===== config.mk =====
export PLATFORM = sky130hd
export DESIGN_NAME = io_uart_tx
export DESIGN_NICKNAME = d
export VERILOG_FILES = /design/src/rtl/io_pkg.sv /design/src/rtl/io_sync_fifo.sv /design/src/rtl/io_uart_tx.sv
export SDC_FILE = /design/constraint.sdc
export NUM_CORES = 1
export LEC_CHECK = 0
export CAP_MARGIN = 10
export CORE_ASPECT_RATIO = 0.7
export CORE_MARGIN = 2
export CORE_UTILIZATION = 55
export CTS_CLUSTER_SIZE = 8
export DETAILED_ROUTE_END_ITERATION = 12
export PLACE_DENSITY_LB_ADDON = 0.05
export SLEW_MARGIN = 20
export SYNTH_ARGS = -nofsm -noshare
export SYNTH_HDL_FRONTEND = slang
export SYNTH_SLANG_ARGS = --single-unit

===== constraint.sdc =====
create_clock -name i_clk -period 6.1 [get_ports i_clk]
set_input_delay 0.61 -clock i_clk [delete_from_list [all_inputs] [get_ports i_clk]]
set_output_delay 0.61 -clock i_clk [all_outputs]
set_load 0.02 [all_outputs]

===== src/rtl/io_pkg.sv =====
// io_pkg: shared IO-region definitions
// register offsets, bit positions, UART TX FSM states
`ifndef XLEN_32b
`define XLEN_32b 1
`endif

package io_pkg;

  localparam logic [1:0] OFF_TXDATA = 2'd0;
  localparam logic [1:0] OFF_STATUS = 2'd1;
  localparam logic [1:0] OFF_BAUD   = 2'd2;
  localparam logic [1:0] OFF_CTRL   = 2'd3;

  localparam int STAT_BUSY  = 0;
  localparam int STAT_FULL  = 1;
  localparam int STAT_EMPTY = 2;
  localparam int STAT_OVF   = 3;

  localparam int CTRL_TXEN  = 0;
  localparam int CTRL_IRQEN = 1;

  typedef enum logic [1:0] {
    TX_IDLE,
    TX_START,
    TX_DATA,
    TX_STOP
  } tx_state_e;

endpackage


===== src/rtl/io_sync_fifo.sv =====
// io_sync_fifo: single-clock FIFO, first-word fall-through
// a push while full is accepted only alongside a pop
module io_sync_fifo #(
  parameter  int WIDTH = 8,
  parameter  int DEPTH = 8,
  localparam int AW    = $clog2(DEPTH)
) (
  input  logic             i_clk,
  input  logic             i_rst_n,
  input  logic             i_push,
  input  logic [WIDTH-1:0] i_wdata,
  input  logic             i_pop,
  output logic [WIDTH-1:0] o_rdata,
  output logic             o_full,
  output logic             o_empty,
  output logic [AW:0]      o_count
);

  logic [WIDTH-1:0] r_mem [DEPTH];
  logic [AW-1:0]    r_wptr;
  logic [AW-1:0]    r_rptr;
  logic [AW:0]      r_count;
  logic             w_pop;
  logic             w_push;

  assign o_full  = (r_count == (AW+1)'(DEPTH));
  assign o_empty = (r_count == '0);
  assign o_count = r_count;
  assign o_rdata = r_mem[r_rptr];
  assign w_pop   = i_pop & ~o_empty;
  assign w_push  = i_push & (~o_full | w_pop);

  // storage array, no reset needed
  always_ff @(posedge i_clk) begin
    if (w_push) r_mem[r_wptr] <= i_wdata;
  end

  // pointers and occupancy
  always_ff @(posedge i_clk or negedge i_rst_n) begin
    if (!i_rst_n) begin
      r_wptr  <= '0;
      r_rptr  <= '0;
      r_count <= '0;
    end else begin
      if (w_push) r_wptr <= r_wptr + 1'b1;
      if (w_pop)  r_rptr <= r_rptr + 1'b1;
      r_count <= r_count
               + {{AW{1'b0}}, w_push}
               - {{AW{1'b0}}, w_pop};
    end
  end

endmodule


===== src/rtl/io_uart_tx.sv =====
// io_uart_tx: memory-mapped 8N1 UART transmitter
// IO_UART_TX_IRQ_EN enables the registered interrupt
`ifndef XLEN_32b
`define XLEN_32b 1
`endif

module io_uart_tx
  import io_pkg::*;
#(
  parameter  int          XLEN         = `XLEN_32b,
  parameter  int          FIFO_DEPTH   = 8,
  parameter  logic [15:0] BAUD_DIV_RST = 16'd868,
  localparam int          W            = 1 << (XLEN + 4),
  localparam int          CW = $clog2(FIFO_DEPTH) + 1
) (
  input  logic         i_clk,
  input  logic         i_rst_n,
  input  logic         i_io_en,
  input  logic         i_lw,
  input  logic         i_sw,
  input  logic [W-1:0] i_addr,
  input  logic [W-1:0] i_wdata,
  output logic [W-1:0] o_rdata,
  output logic         o_tx,
  output logic         o_irq
);

  tx_state_e   r_state;
  tx_state_e   w_state_nxt;
  logic [W-1:0] r_rdata;
  logic [15:0] r_baud;
  logic [15:0] r_div;
  logic [15:0] r_cnt;
  logic [2:0]  r_idx;
  logic [7:0]  r_shift;
  logic        r_txen;
  logic        r_irqen;
  logic        r_ovf;
  logic        w_hit;
  logic [1:0]  w_off;
  logic        w_wr;
  logic        w_ld;
  logic        w_push;
  logic        w_pop;
  logic        w_full;
  logic        w_empty;
  logic [CW-1:0] w_count;
  logic [7:0]  w_fdata;
  logic        w_bit_end;
  logic [W-1:0] w_rmux;
  logic        w_unused;

  assign w_hit  = i_io_en & (i_addr[W-1:4] == '0);
  assign w_off  = i_addr[3:2];
  assign w_wr   = w_hit & i_sw;
  assign w_ld   = i_io_en & i_lw & ~i_sw;
  assign w_push = w_wr & (w_off == OFF_TXDATA);
  assign w_bit_end = (r_cnt == r_div - 16'd1);
  assign o_rdata = r_rdata;
  assign w_unused = &{1'b0, i_addr[1:0],
                      i_wdata[W-1:16]};

  io_sync_fifo #(
    .WIDTH (8),
    .DEPTH (FIFO_DEPTH)
  ) u_fifo (
    .i_clk   (i_clk),
    .i_rst_n (i_rst_n),
    .i_push  (w_push),
    .i_wdata (i_wdata[7:0]),
    .i_pop   (w_pop),
    .o_rdata (w_fdata),
    .o_full  (w_full),
    .o_empty (w_empty),
    .o_count (w_count)
  );

  // register read mux; out-of-range reads give 0
  always_comb begin
    w_rmux = '0;
    if (w_hit) begin
      unique case (w_off)
        OFF_STATUS: begin
          w_rmux[STAT_BUSY]  = (r_state != TX_IDLE);
          w_rmux[STAT_FULL]  = w_full;
          w_rmux[STAT_EMPTY] = w_empty;
          w_rmux[STAT_OVF]   = r_ovf;
          w_rmux[15:8]       = 8'(w_count);
        end
        OFF_BAUD: w_rmux[15:0] = r_baud;
        OFF_CTRL: begin
          w_rmux[CTRL_TXEN]  = r_txen;
          w_rmux[CTRL_IRQEN] = r_irqen;
        end
        default: w_rmux = '0;
      endcase
    end
  end

  // CPU-visible registers and load data
  always_ff @(posedge i_clk or negedge i_rst_n) begin
    if (!i_rst_n) begin
      r_rdata <= '0;
      r_baud  <= BAUD_DIV_RST;
      r_txen  <= 1'b1;
      r_ovf   <= 1'b0;
    end else begin
      if (w_ld) r_rdata <= w_rmux;
      if (w_wr && w_off == OFF_BAUD)
        r_baud <= (i_wdata[15:0] == '0) ?
                  16'd1 : i_wdata[15:0];
      if (w_wr && w_off == OFF_CTRL)
        r_txen <= i_wdata[CTRL_TXEN];
      if (w_push && w_full && !w_pop)
        r_ovf <= 1'b1;
      else if (w_ld && w_hit && w_off == OFF_STATUS)
        r_ovf <= 1'b0;
    end
  end

`ifdef IO_UART_TX_IRQ_EN
  logic r_irq;

  // irq enable bit and registered level interrupt
  always_ff @(posedge i_clk or negedge i_rst_n) begin
    if (!i_rst_n) begin
      r_irqen <= 1'b0;
      r_irq   <= 1'b0;
    end else begin
      if (w_wr && w_off == OFF_CTRL)
        r_irqen <= i_wdata[CTRL_IRQEN];
      r_irq <= r_irqen & (w_empty | r_ovf);
    end
  end

  assign o_irq = r_irq;
`else
  assign r_irqen = 1'b0;
  assign o_irq   = 1'b0;
`endif

  // next state and FIFO pop at frame boundaries
  always_comb begin
    w_state_nxt = r_state;
    w_pop       = 1'b0;
    unique case (r_state)
      TX_IDLE: begin
        if (r_txen && !w_empty) begin
          w_state_nxt = TX_START;
          w_pop       = 1'b1;
        end
      end
      TX_START: begin
        if (w_bit_end) w_state_nxt = TX_DATA;
      end
      TX_DATA: begin
        if (w_bit_end && r_idx == 3'd7)
          w_state_nxt = TX_STOP;
      end
      TX_STOP: begin
        if (w_bit_end) begin
          if (r_txen && !w_empty) begin
            w_state_nxt = TX_START;
            w_pop       = 1'b1;
          end else begin
            w_state_nxt = TX_IDLE;
          end
        end
      end
      default: w_state_nxt = TX_IDLE;
    endcase
  end

  // state register
  always_ff @(posedge i_clk or negedge i_rst_n) begin
    if (!i_rst_n) r_state <= TX_IDLE;
    else          r_state <= w_state_nxt;
  end

  // bit timer; divisor re-sampled at each bit edge
  always_ff @(posedge i_clk or negedge i_rst_n) begin
    if (!i_rst_n) begin
      r_cnt   <= '0;
      r_div   <= BAUD_DIV_RST;
      r_idx   <= '0;
      r_shift <= '0;
    end else if (w_pop) begin
      r_cnt   <= '0;
      r_div   <= r_baud;
      r_idx   <= '0;
      r_shift <= w_fdata;
    end else if (r_state != TX_IDLE) begin
      if (w_bit_end) begin
        r_cnt <= '0;
        r_div <= r_baud;
        if (r_state == TX_DATA) begin
          r_shift <= r_shift >> 1;
          r_idx   <= r_idx + 3'd1;
        end
      end else begin
        r_cnt <= r_cnt + 16'd1;
      end
    end
  end

  // serial line level from the current bit
  always_comb begin
    o_tx = 1'b1;
    unique case (r_state)
      TX_START: o_tx = 1'b0;
      TX_DATA:  o_tx = r_shift[0];
      default:  o_tx = 1'b1;
    endcase
  end

endmodule


==> Yosys cells after proc, flatten, opt, wreduce, memory -nomap -nowiden <==
Memories as Yosys holds them, arrays and structs flattened.
Cells that the tools add are included.
{ "totals": {"rom_bits": 0, "ramBits": 64, "register_bits": 105, "latchBits": 0, "inputBits": 69, "word_cells": 101, "memories": 1, "output_inout_bits": 34} }
{ "mem_list": {"columns": ["memory", "depth", "word_bits", "rd", "rd_ports_with_merged_regs", "write_ports", "line", "source"], "rows": [
  ["u_fifo.r_mem", 8, 8, 1, 0, 1, "io_sync_fifo.sv:19", "logic [WIDTH-1:0] r_mem [DEPTH];"]
]} }
{ "classes": {"n_reduce_logical": 23, "mux": 34, "div_mod_pow": 0, "bitwise": 11, "n_eq_ne": 13, "n_lt_le_gt_ge": 0, "shift": 0, "mul": 0, "add_sub_neg": 7} }
{ "op_table": {"columns": ["operator", "n"], "rows": [
  ["2-to-1 mux 16 bit", 8],
  ["2-to-1 mux 8 bit", 4],
  ["logical NOT 28 bit", 1],
  ["adder 16 x 1 -> 16 bit (second input constant)", 1],
  ["equality test 16 bit", 1],
  ["logical NOT 16 bit", 1],
  ["one-hot mux 8 bit (2 select lines)", 1],
  ["subtractor 16 x 1 -> 16 bit (second input constant)", 1],
  ["2-to-1 mux 3 bit", 4],
  ["nonzero test 2 bit", 5],
  ["adder 3 x 1 -> 3 bit (second input constant)", 3],
  ["equality test 2 bit (second input constant)", 4],
  ["logical AND 1 bit", 8],
  ["2-to-1 mux 2 bit", 4],
  ["inequality test 2 bit (second input constant)", 4],
  ["one-hot mux 2 bit (4 select lines)", 1],
  ["AND 1 bit", 7],
  ["2-to-1 mux 1 bit", 7],
  ["one-hot mux 2 bit (3 select lines)", 1],
  ["adder 4 x 1 -> 4 bit", 1],
  ["equality test 2 x 1 -> 1 bit (second input constant)", 2],
  ["equality test 4 bit (second input constant)", 1],
  ["logical NOT 2 bit", 2],
  ["logical NOT 4 bit", 1],
  ["11 further kinds", 15]
]} }

==> Longest topological paths before layout <==
{ "logic_depth": {"word_depth": 11, "mapped_depth": 15, "ltp_nobuf": 14} }

==> Modules after synthesis <==
A second synthesis with hierarchy kept.
{ "unflattened": {"cells_unflattened": 585, "hier_area_um2": 7617.3} }
{ "by_module_without_submodules": {"columns": ["module", "seq_area_each_um2", "cells_each", "area_per_inst_um2", "instances"], "rows": [
  ["io_uart_tx", 1990.7, 429, 4503.1, 1],
  ["io_sync_fifo", 2172.1, 156, 3114.2, 1]
]} }

==> Least setup slack after synthesis <==
OpenSTA, ideal clock, no wires.
{ "synth_path": {"path_type": "register to register", "from": "register r_div[0]", "to": "memory u_fifo.r_mem[1][0], enable pin", "synth_period_minus_slack_ns": 4.042, "path_stages_with_launch": 12, "arrival_ns": 3.647, "setup_time_ns": 0.395, "path_slack_ns": 2.058, "path_cell_list": "dfrtp_1 > inv_1 > ha_1 > or3b_1 > or4_1 > xnor2_1 > o211ai_2 > or3_1 > o21a_1 > a21oi_2 > buf_4 > nor4bb_1"} }
{ "synth_between": {"elab_chain_cells": 9} }
{ "synth_lines": {"columns": ["element", "line", "source"], "rows": [
  ["start, declared", "io_uart_tx.sv:32", "logic [15:0] r_div;"],
  ["start signal, assigned", "io_uart_tx.sv:189", "r_div <= r_baud;"],
  ["start signal, assigned", "io_uart_tx.sv:195", "r_div <= r_baud;"],
  ["subtractor 16 x 1 -> 16 bit", "io_uart_tx.sv:58", "assign w_bit_end = (r_cnt == r_div - 16'd1);"],
  ["equality test 16 bit", "io_uart_tx.sv:58", null],
  ["2-to-1 mux 1 bit", "io_uart_tx.sv:161", "if (w_bit_end) begin"],
  ["one-hot mux 1 bit (2 select lines)", "io_uart_tx.sv:146", "unique case (r_state)"],
  ["AND 1 bit", "io_sync_fifo.sv:30", "assign w_pop = i_pop & ~o_empty;"],
  ["OR 1 bit", "io_sync_fifo.sv:31", "assign w_push = i_push & (~o_full | w_pop);"],
  ["AND 1 bit", "io_sync_fifo.sv:31", null],
  ["named net u_fifo.w_push", "io_sync_fifo.sv:24", "logic w_push;"],
  ["2-to-1 mux 1 bit", "io_sync_fifo.sv:35", "if (w_push) r_mem[r_wptr] <= i_wdata;"],
  ["2-to-1 mux 1 bit (implied by the code)", "io_sync_fifo.sv:35", null],
  ["end, declared", "io_sync_fifo.sv:19", null]
]} }
The timed path passes the listed nets, and every way through them passes these cells.

==> Worst setup path in the final report <==
{ "layout_path": {"from": "register r_div[0]", "to": "memory u_fifo.r_mem[4][4], enable pin"} }
{ "layout_between": {"elab_chain_cells": 9} }
{ "layout_lines": {"columns": ["element", "line"], "rows": [
  ["subtractor 16 x 1 -> 16 bit", "io_uart_tx.sv:58"],
  ["equality test 16 bit", "io_uart_tx.sv:58"],
  ["2-to-1 mux 1 bit", "io_uart_tx.sv:161"],
  ["one-hot mux 1 bit (2 select lines)", "io_uart_tx.sv:146"],
  ["AND 1 bit", "io_sync_fifo.sv:30"],
  ["OR 1 bit", "io_sync_fifo.sv:31"],
  ["AND 1 bit", "io_sync_fifo.sv:31"],
  ["2-to-1 mux 1 bit", "io_sync_fifo.sv:35"],
  ["2-to-1 mux 1 bit (implied by the code)", "io_sync_fifo.sv:35"]
]} }
Every way passes these cells.

==> impl_summary.md <==
Yosys
The flip-flop and latch count after synthesis is 153. The Yosys step of the flow raised 0 warnings. Among all flip-flop cells after synthesis, the most frequent one is dfrtp_1. The number of flops mapped to enable cells by yosys is 64. The largest total area in the synthesized netlist belongs to dfrtp_1. The most numerous cell in the Yosys netlist is dfrtp_1. After synthesis, the most frequently instantiated cells are 78 x dfrtp_1, 64 x edfxtp_1, 34 x nor2_1, 33 x mux2_2, 25 x a22o_1. Averaged over all synthesized cells, the footprint is 13.1 um^2. The share of the yosys chip area belonging to registers is 0.560.

Synthesis handed over a netlist of 566 instances. Counting distinct cell types in the post-synthesis netlist gives 69. In the post-synthesis netlist, the biggest area contributors are dfrtp_1 26%, edfxtp_1 26%, mux2_2 5.0%. The mapped netlist covers 7440 um^2. Of the post-synthesis cell area, the dominant cell type holds 0.262. The fraction of synthesis flops using an asynchronous set or reset pin is 0.582.

STA
The max-slew violation count is 0. Based on the critical path, the design can be clocked at up to 218 MHz. The final setup skew is 0.0102 ns.

Setup repair after global routing left no endpoint under its margin. The worst pin sits at a relative slew slack of 0.365. The number of hold violations in the final report was 0. The clock period minus worst slack is 4.59 ns. Setup violations remaining at the end of the flow were counted as 0. In the finished design, the share of the clock period the worst path needs comes to 0.753. At the pin with the least slew margin, the transition time is 0.943 ns. The total negative slack is 0 ns.

Global routing
The final global-route overflow total is 0. The number of antenna violations at the first check in global routing is 0. The first global-routing pass estimated 25.8 mm of wire. The aggregate global-route resource usage is 0.239. The largest net degree at the start of global routing is 60.

The number of global-route vias before repair is 4,878.

Clocking
The tree is rooted in a clkbuf_16. The total number of H-tree levels is 4. Counting the buffers created by CTS gives 17.

Clock tree synthesis found a total of 153 sinks. Once the clock tree was built, the setup fixing pass inserted 0 buffers. The clock edge transition at the registers on the reported setup and hold paths is 0.07 ns. Counting along the longest clock path gives a buffer depth of 2. The clock reaches the later pin of the worst-skew pair after 0.42 ns. The post-cts resize count is 0. TritonCTS built the clock tree. Buffers inserted to repair hold after CTS numbered 0.

Route
The routed design has 16.5 mm of wire. After detailed routing, the number of vias per cell comes to 5.88. The final routed DRC violation total is 0. The number of nets with antenna violations after routing is 0. The total met2 wirelength after detailed routing is 7.34 mm. After detailed routing, the wire length on met1 is 8.00 mm. Summing over every cut layer, the via total after detailed routing is 4,874.

Detailed routing placed a total of 989 um of wire on met3. The average wire length per cell after detail routing is 19.9 um. The number of search-and-repair iterations in the first detailed-routing pass is 5. The highest layer touched by signal routing is met4. The initial detailed-routing violation count is 324.

Power
The analysis attributes to cell leakage a power of 3.69 nW. The ratio of total power to cell area is 264 nW/um^2. The maximum VDD drop is 0.000224 V. The post-route total power is 2.33 mW.

Place
In this run the cell area measured after placement is 8180 um^2. The count of buffers added on input and output ports is 67. The placer congestion estimate is 0.841. Detailed placement finished with a half-perimeter wire length of 11.5 mm.

Worst setup path
The worst setup path is launched from a register. The type of the worst setup path is register to register. Along the worst path, the maximum fanout reaches 24. STA classifies the critical path endpoint as a register. Walking the worst path, the cells encountered are inv_1, ha_1, or3b_1, or4_1, xnor2_1, o211ai_2, or3_1, o21a_1, a21oi_2, and4bb_1.

The data arrival time at the worst-slack endpoint is 4.64 ns. On the worst path, the slowest cell contributes a delay of 0.60 ns. The cell family contributing the most delay on the critical path is simple AND/OR/NAND/NOR gates.

Data on the critical path is required at its endpoint by 6.15 ns. For this design, the slowest cell found on the critical path is and4bb_1. Together, buffers and inverters on the worst path number 1.

Floorplan
From left edge to right edge, the die measures 143 um. The total number of placement rows is 35. The initial utilization of the core area, before any placement, comes to 0.564. The count of pins on the block boundary is 103. In this run the standard cell core region covers 13,200 um^2. The area of the die is 14,500 um^2. The floorplan step set the die height to 101 um.

Run
Across the run, the number of max-cap violations was 0.

Layout
Once layout is done, the placed cells without fillers occupy 8820 um^2. The final-stage net count is 722. In the final layout, the share of cells above drive strength 1 is 0.179.

The filler cell count in the final layout is 967. 0 antenna diodes ended up in the layout. Once layout is complete, the utilization of the core stands at 0.669. From synthesis to final layout, the design area changed by 18.5%.

Min path
The classification of the worst-slack hold path is primary input to asynchronous set/reset pin.

Status
The flow ran to the end, and the final reports show no timing, DRC or antenna violations.
## state kept, by name (all words and copies together) (netlist names)
| register | flops |
|---|---|
| o_rdata | 16 |
| r_baud | 16 |
| r_cnt | 16 |
| r_div | 16 |
| r_idx | 3 |
| r_ovf | 1 |
| r_shift | 8 |
| r_state | 2 |
| r_txen | 1 |
| u_fifo.o_count | 4 |
| u_fifo.r_mem | 64 |
| u_fifo.r_rptr | 3 |
| u_fifo.r_wptr | 3 |
## path summary, 6_finish.rpt
kind | slack, ns | endpoint | cells past startpoint | startpoint
setup / recovery | 1.51 | u_fifo.r_mem[4][4] | 10 | r_div[0]
hold reg to reg | 0.49 | r_shift[4] | 1 | r_shift[5]
max in group asynchronous | 4.88 | r_shift[1] | 2 | i_rst_n
setup reg to reg | 1.51 | u_fifo.r_mem[4][4] | 10 | r_div[0]
min in group i_clk | 0.49 | r_shift[4] | 1 | r_shift[5]
hold / removal | 0.11 | r_cnt[15] | 1 | i_rst_n
## cell families (layout without fill, tap and decap cells)
group,count (synthesis),after routing,synth area share
other,1,17,0.000504
buffers and inverters,62,124,0.0444
muxes,57,57,0.109
adders and majority gates,22,22,0.0380
DFF,153,153,0.560
AOI/OAI and AO/OA,76,76,0.0807
xor gates and xnor gates,40,40,0.0471
and+or+nand+nor,155,155,0.121
## worst register-to-register path: stages, from the launching register on
cell,delay (ns)
dfrtp_1,0.44
inv_1,0.09
ha_1,0.27
or3b_1,0.48
or4_1,0.52
xnor2_1,0.18
o211ai_2,0.19
or3_1,0.41
o21a_1,0.50
a21oi_2,0.56
and4bb_1,0.60
## routing by layer
metal	global-route usage	up-vias
li1	-	2223
met1	0.352	2474
met2	0.365	163
met3	0.0511	14
met4	0.0640	0
met5	0	-
## power breakdown
part           switching [mW]  internal, mW  leakage (nW)  total (mW)
logic                  0.0604        0.0511          1.66       0.111
registers             0.00922          1.08          1.72        1.09
clock network           0.464         0.663         0.305        1.13
total                   0.534          1.79          3.69        2.33
## per-stage QoR
step	worst slack, ns	instances	hold slack, ns
5_1_grt	1.22	829	0.122
2_1_floorplan	2.06	582	0.314
4_1_cts	1.56	829	0.110
3_5_place_dp	1.59	797	0.481
3_3_place_gp	1.71	797	0.462
6_report	1.51	829	0.113
## cell usage in the layout (no fill, tap or decap), types with 5 or more instances in the layout
master,instances
inv_6,5
ha_1,21
nor3_1,13
clkbuf_16,17
xnor2_1,22
and3_1,10
nand2_1,21
nand3_1,13
dfrtp_1,78
o21ai_0,9
mux2i_1,8
clkdlybuf4s50_1,66
mux4_2,16
nand4_1,8
edfxtp_1,64
conb_1,17
a22o_1,25
nor4_1,14
a21oi_1,5
dfstp_2,11
inv_1,21
a211o_1,7
buf_4,5
xor2_1,18
mux2_2,33
nor2_1,34
## cell type report
type | instances | area [um^2] | share of cell area
multi-input cells | 367 | 3010 | 0.341
well taps | 185 | 231 | 0.0263
clock inverters | 15 | 210 | 0.0238
flip-flops and latches | 153 | 4160 | 0.472
repair buffers | 71 | 698 | 0.0792
clock buffers | 17 | 425 | 0.0482
inverters | 21 | 78.8 | 0.00894
Power figures use the tool's default switching activity.
==> RTL edit 1, RTL diff (config.mk and constraints unchanged) <==
The 4 states of `tx_state_e` get a Gray code encoding in 2 bits.
--- a/src/rtl/io_pkg.sv
+++ b/src/rtl/io_pkg.sv
@@ -20,10 +20,10 @@
   localparam int CTRL_IRQEN = 1;
 
   typedef enum logic [1:0] {
-    TX_IDLE,
-    TX_START,
-    TX_DATA,
-    TX_STOP
+    TX_IDLE  = 2'b00,
+    TX_START = 2'b01,
+    TX_DATA  = 2'b11,
+    TX_STOP  = 2'b10
   } tx_state_e;
 
 endpackage
Behaviour: same outputs for any inputs over 4 cycles, from zero or initial values and one cycle with i_rst_n low; so few cycles prove little.
==> RTL edit 1 against the unedited design <==
Worst setup slack improved by 170 ps. Sequential cell count is the same. Cell count is 4.3% lower. Via count shrank 3.2%. Design area down 1.4%. Worst hold slack got worse by 43 ps. Area after synthesis shrank 1.9%. Routed wire length down 5.3%. Power fell by 4.5%. Die area shrank 1.8%. Highest routed layer unchanged.
==> RTL edit 1: results <==
{
  "status": "finished, final reports clean",
  "grt_pass1_wl_um": 25000,
  "multi_input_area_share_pct": 33.3,
  "buffers_excl_clock": 75,
  "seq_area_frac_synth_pct": 57.0,
  "skew_ps": 14.5,
  "dp_slack_ps": 1690,
  "gr-max-usage-layer": "met1",
  "vias": 4716,
  "synth.top_cells.by_count": "dfrtp_1, edfxtp_1, nor2_1",
  "met2WireLength_um": 6830,
  "wl_met3_um": 1060,
  "place_congestion": 0.805,
  "cpMaxStageDelayCell": "nor4b_2",
  "nets": 701,
  "highest_layer": "met4",
  "met2_usage_pct": 34.6,
  "largest_register_ffs": 64,
  "fin_cells": 793,
  "synth_edf_count": 64,
  "synth-compound-area-share_pct": 6.43,
  "p_int_mw": 1.70,
  "reg2reg_to": "u_fifo.r_mem[5][1]$_DFFE_PP_",
  "fillers": 908,
  "worst_hold_slack_ps": 70.4,
  "cts_root_buf": "clkbuf_16",
  "peakVddDrop_mv": 0.170,
  "yosysUniqueCellTypes": 60,
  "muxShareOfSynthArea_pct": 13.0,
  "grt_usage_pct": 23.5,
  "multi_input_cells": 344,
  "die_x_um": 142,
  "clk_share_pct": 7.09,
  "nClkBuffers": 17,
  "cp.arrival_ps": 4460,
  "dp_cells": 761,
  "netlist_instances": 544,
  "r2r_start": "r_div[3]$_DFFE_PN0P_",
  "drtIter0Drc": 323,
  "buf_share_pct": 8.37,
  "yosys-top-cells-area": "dfrtp_1, edfxtp_1, mux4_2",
  "area_growth_pct": 19.1,
  "grtUsageMet3_pct": 5.25,
  "yosys.area_share.adder_pct": 3.19,
  "drive_gt1_share_pct": 16.4,
  "grt_pass1_vias": 4649,
  "grt_max_degree": 66,
  "seqPwrFrac_pct": 48.3,
  "total_leakage_power_nw": 3.62,
  "powerClk_mw": 1.08,
  "dpl-instance-area_um2": 8050,
  "synth_xor_area_share_pct": 5.16,
  "cpPeakStageDelay_ps": 950,
  "inv_count": 23,
  "power_frac_clock_pct": 48.5,
  "wl_per_cell_um": 19.7,
  "wl_met1_um": 7470,
  "place_hpwl_um": 10900,
  "grt_use_met1_pct": 35.2
}
==> RTL edit 1: cell types whose count changed in the layout (fill, tap and decap cells not counted), sizes merged, moves of 6 or more <==
cell and change:
mux2i +14, nor2 -7, a211o -6, a22o -6
and3 -6, nor4 +6
==> RTL edit 1: worst max path at each step <==
stage                              start                           end  slack (ps)
finish              r_div[3]$_DFFE_PN0P_  u_fifo.r_mem[5][1]$_DFFE_PP_        1680
global route        r_div[3]$_DFFE_PN0P_  u_fifo.r_mem[5][0]$_DFFE_PP_        1400
CTS                 r_div[3]$_DFFE_PN0P_  u_fifo.r_mem[2][1]$_DFFE_PP_        1620
detailed placement  r_div[3]$_DFFE_PN0P_  u_fifo.r_mem[2][1]$_DFFE_PP_        1690
global placement    r_div[0]$_DFFE_PN0P_  u_fifo.r_mem[2][3]$_DFFE_PP_        1830
floorplan           r_div[0]$_DFFE_PN0P_  u_fifo.r_mem[0][0]$_DFFE_PP_        2190
==> RTL edit 2, RTL diff (config.mk and constraints unchanged) <==
Made on the original files. `FIFO_DEPTH`: 8 -> 16.
--- a/src/rtl/io_uart_tx.sv
+++ b/src/rtl/io_uart_tx.sv
@@ -8,7 +8,7 @@
   import io_pkg::*;
 #(
   parameter  int          XLEN         = `XLEN_32b,
-  parameter  int          FIFO_DEPTH   = 8,
+  parameter  int          FIFO_DEPTH   = 16,
   parameter  logic [15:0] BAUD_DIV_RST = 16'd868,
   localparam int          W            = 1 << (XLEN + 4),
   localparam int          CW = $clog2(FIFO_DEPTH) + 1
Formal check against the unedited RTL: no difference found for any inputs over 4 cycles, from zero or initial values and one cycle with i_rst_n low; that may be too few to reach the edited logic, so the function may still have changed.
==> RTL edit 2 against the unedited design <==
Routed wire length rose by 36%. Design area rose by 34%. Power rose by 41%. Worst setup slack got worse by 350 ps. Sequential cell count rose by 67. Area after synthesis rose by 36%. Global-route usage fell by 0.42 points. Critical path type unchanged. Highest routed layer unchanged.
==> RTL edit 2: results <==
{
  "grt_pass1_wl_um": 35800,
  "drive_gt1_share_pct": 15.4,
  "nets": 889,
  "clk_path_buf_depth": 3,
  "dpl-instance-area_um2": 10900,
  "p_sw_share_pct": 20.7,
  "yosys_warnings": 0,
  "wl_per_cell_um": 21.3,
  "grt_pass1_vias": 6437,
  "seq_area_frac_synth_pct": 60.8,
  "dp_slack_ps": 1210,
  "hold_class": "reg -> reg",
  "worst_pin_slew_ps": 864,
  "met2WireLength_um": 9300,
  "n_antenna_cell": 0,
  "cpPeakStageDelay_ps": 600,
  "met2_usage_pct": 32.8,
  "clkTransAtPathRegs_ps": 50,
  "synth_top_cell_area_share_pct": 37.9,
  "synth.top_cells.by_count": "edfxtp_1, dfrtp_1, mux2_2",
  "p_per_area_nw_per_um2": 277,
  "peakVddDrop_mv": 0.225,
  "cp_top_family": "simple AND/OR/NAND/NOR gates",
  "grt_max_degree": 67,
  "grtUsageMet3_pct": 4.10,
  "cts_root_buf": "clkbuf_16",
  "largest_register_ffs": 128,
  "status": "finished, final reports clean",
  "yosys-top-cells-area": "edfxtp_1, dfrtp_1, mux4_2",
  "vias": 6347,
  "cts_buffers": 31,
  "cpMaxStageDelayCell": "or4b_1",
  "netlist_instances": 718,
  "total_leakage_power_nw": 4.76,
  "seqPwrFrac_pct": 48.6,
  "dp_cells": 996,
  "drtIter0Drc": 560,
  "antenna_found_initial": 0,
  "yosysUniqueCellTypes": 62,
  "place_congestion": 0.837,
  "cts_repair_resize_count": 0,
  "clk_latency_ps": 550,
  "cp.arrival_ps": 5410,
  "wl_met1_um": 11100,
  "dr.pass1.iters": 5,
  "grt_usage_pct": 23.4,
  "grt_use_met1_pct": 38.2,
  "power_frac_clock_pct": 48.5,
  "cp_max_fo": 11,
  "drt-total-wl_um": 22500,
  "synth-async-reset-ratio_pct": 41.8,
  "htreeDepth": 1,
  "synth_edf_count": 128,
  "skew_ps": 14.4,
  "drc": 0,
  "wl_met3_um": 1580,
  "place_hpwl_um": 15300
}
[RTL edit 2: timing repair]
item	4_1_cts	5_1_grt
setup buffers	0	0
hold buffers	1	0
endpoints found under the hold margin	26	0
setup endpoints to repair	0	0
[RTL edit 2: cell type report]
cell class / instances / area (um^2)
inverters: 27 / 101
clock inverters: 1 / 20.0
repair buffers: 73 / 716
multi-input cells: 441 / 3660
fillers: 1308 / 6210
flip-flops and latches: 220 / 6160
clock buffers: 57 / 895
well taps: 236 / 295
[RTL edit 2: logic make-up after synthesis]
group / count (synthesis) / share of synthesized area (%)
AOI/OAI and AO/OA: 95 / 6.82
xor gates and xnor gates: 44 / 3.80
adders and majority gates: 26 / 3.28
buffers and inverters: 73 / 3.73
DFF: 220 / 60.8
muxes: 87 / 12.5
other: 1 / 0.0370
and+or+nand+nor: 172 / 9.01
[RTL edit 2: final timing paths]
check | slack (ps) | cells past startpoint | start | end
max in group asynchronous | 4400 | 3 | i_rst_n | u_fifo.r_rptr[0]$_DFFE_PN0P_
setup / recovery | 1160 | 17 | r_div[0]$_DFFE_PN0P_ | u_fifo.o_count[4]$_DFF_PN0_
setup reg to reg | 1160 | 17 | r_div[0]$_DFFE_PN0P_ | u_fifo.o_count[4]$_DFF_PN0_
hold reg to reg | 480 | 1 | r_idx[0]$_DFFE_PN0P_ | r_idx[0]$_DFFE_PN0P_
hold / removal | 480 | 1 | r_idx[0]$_DFFE_PN0P_ | r_idx[0]$_DFFE_PN0P_
min in group asynchronous | 510 | 2 | i_rst_n | r_idx[1]$_DFFE_PN0P_
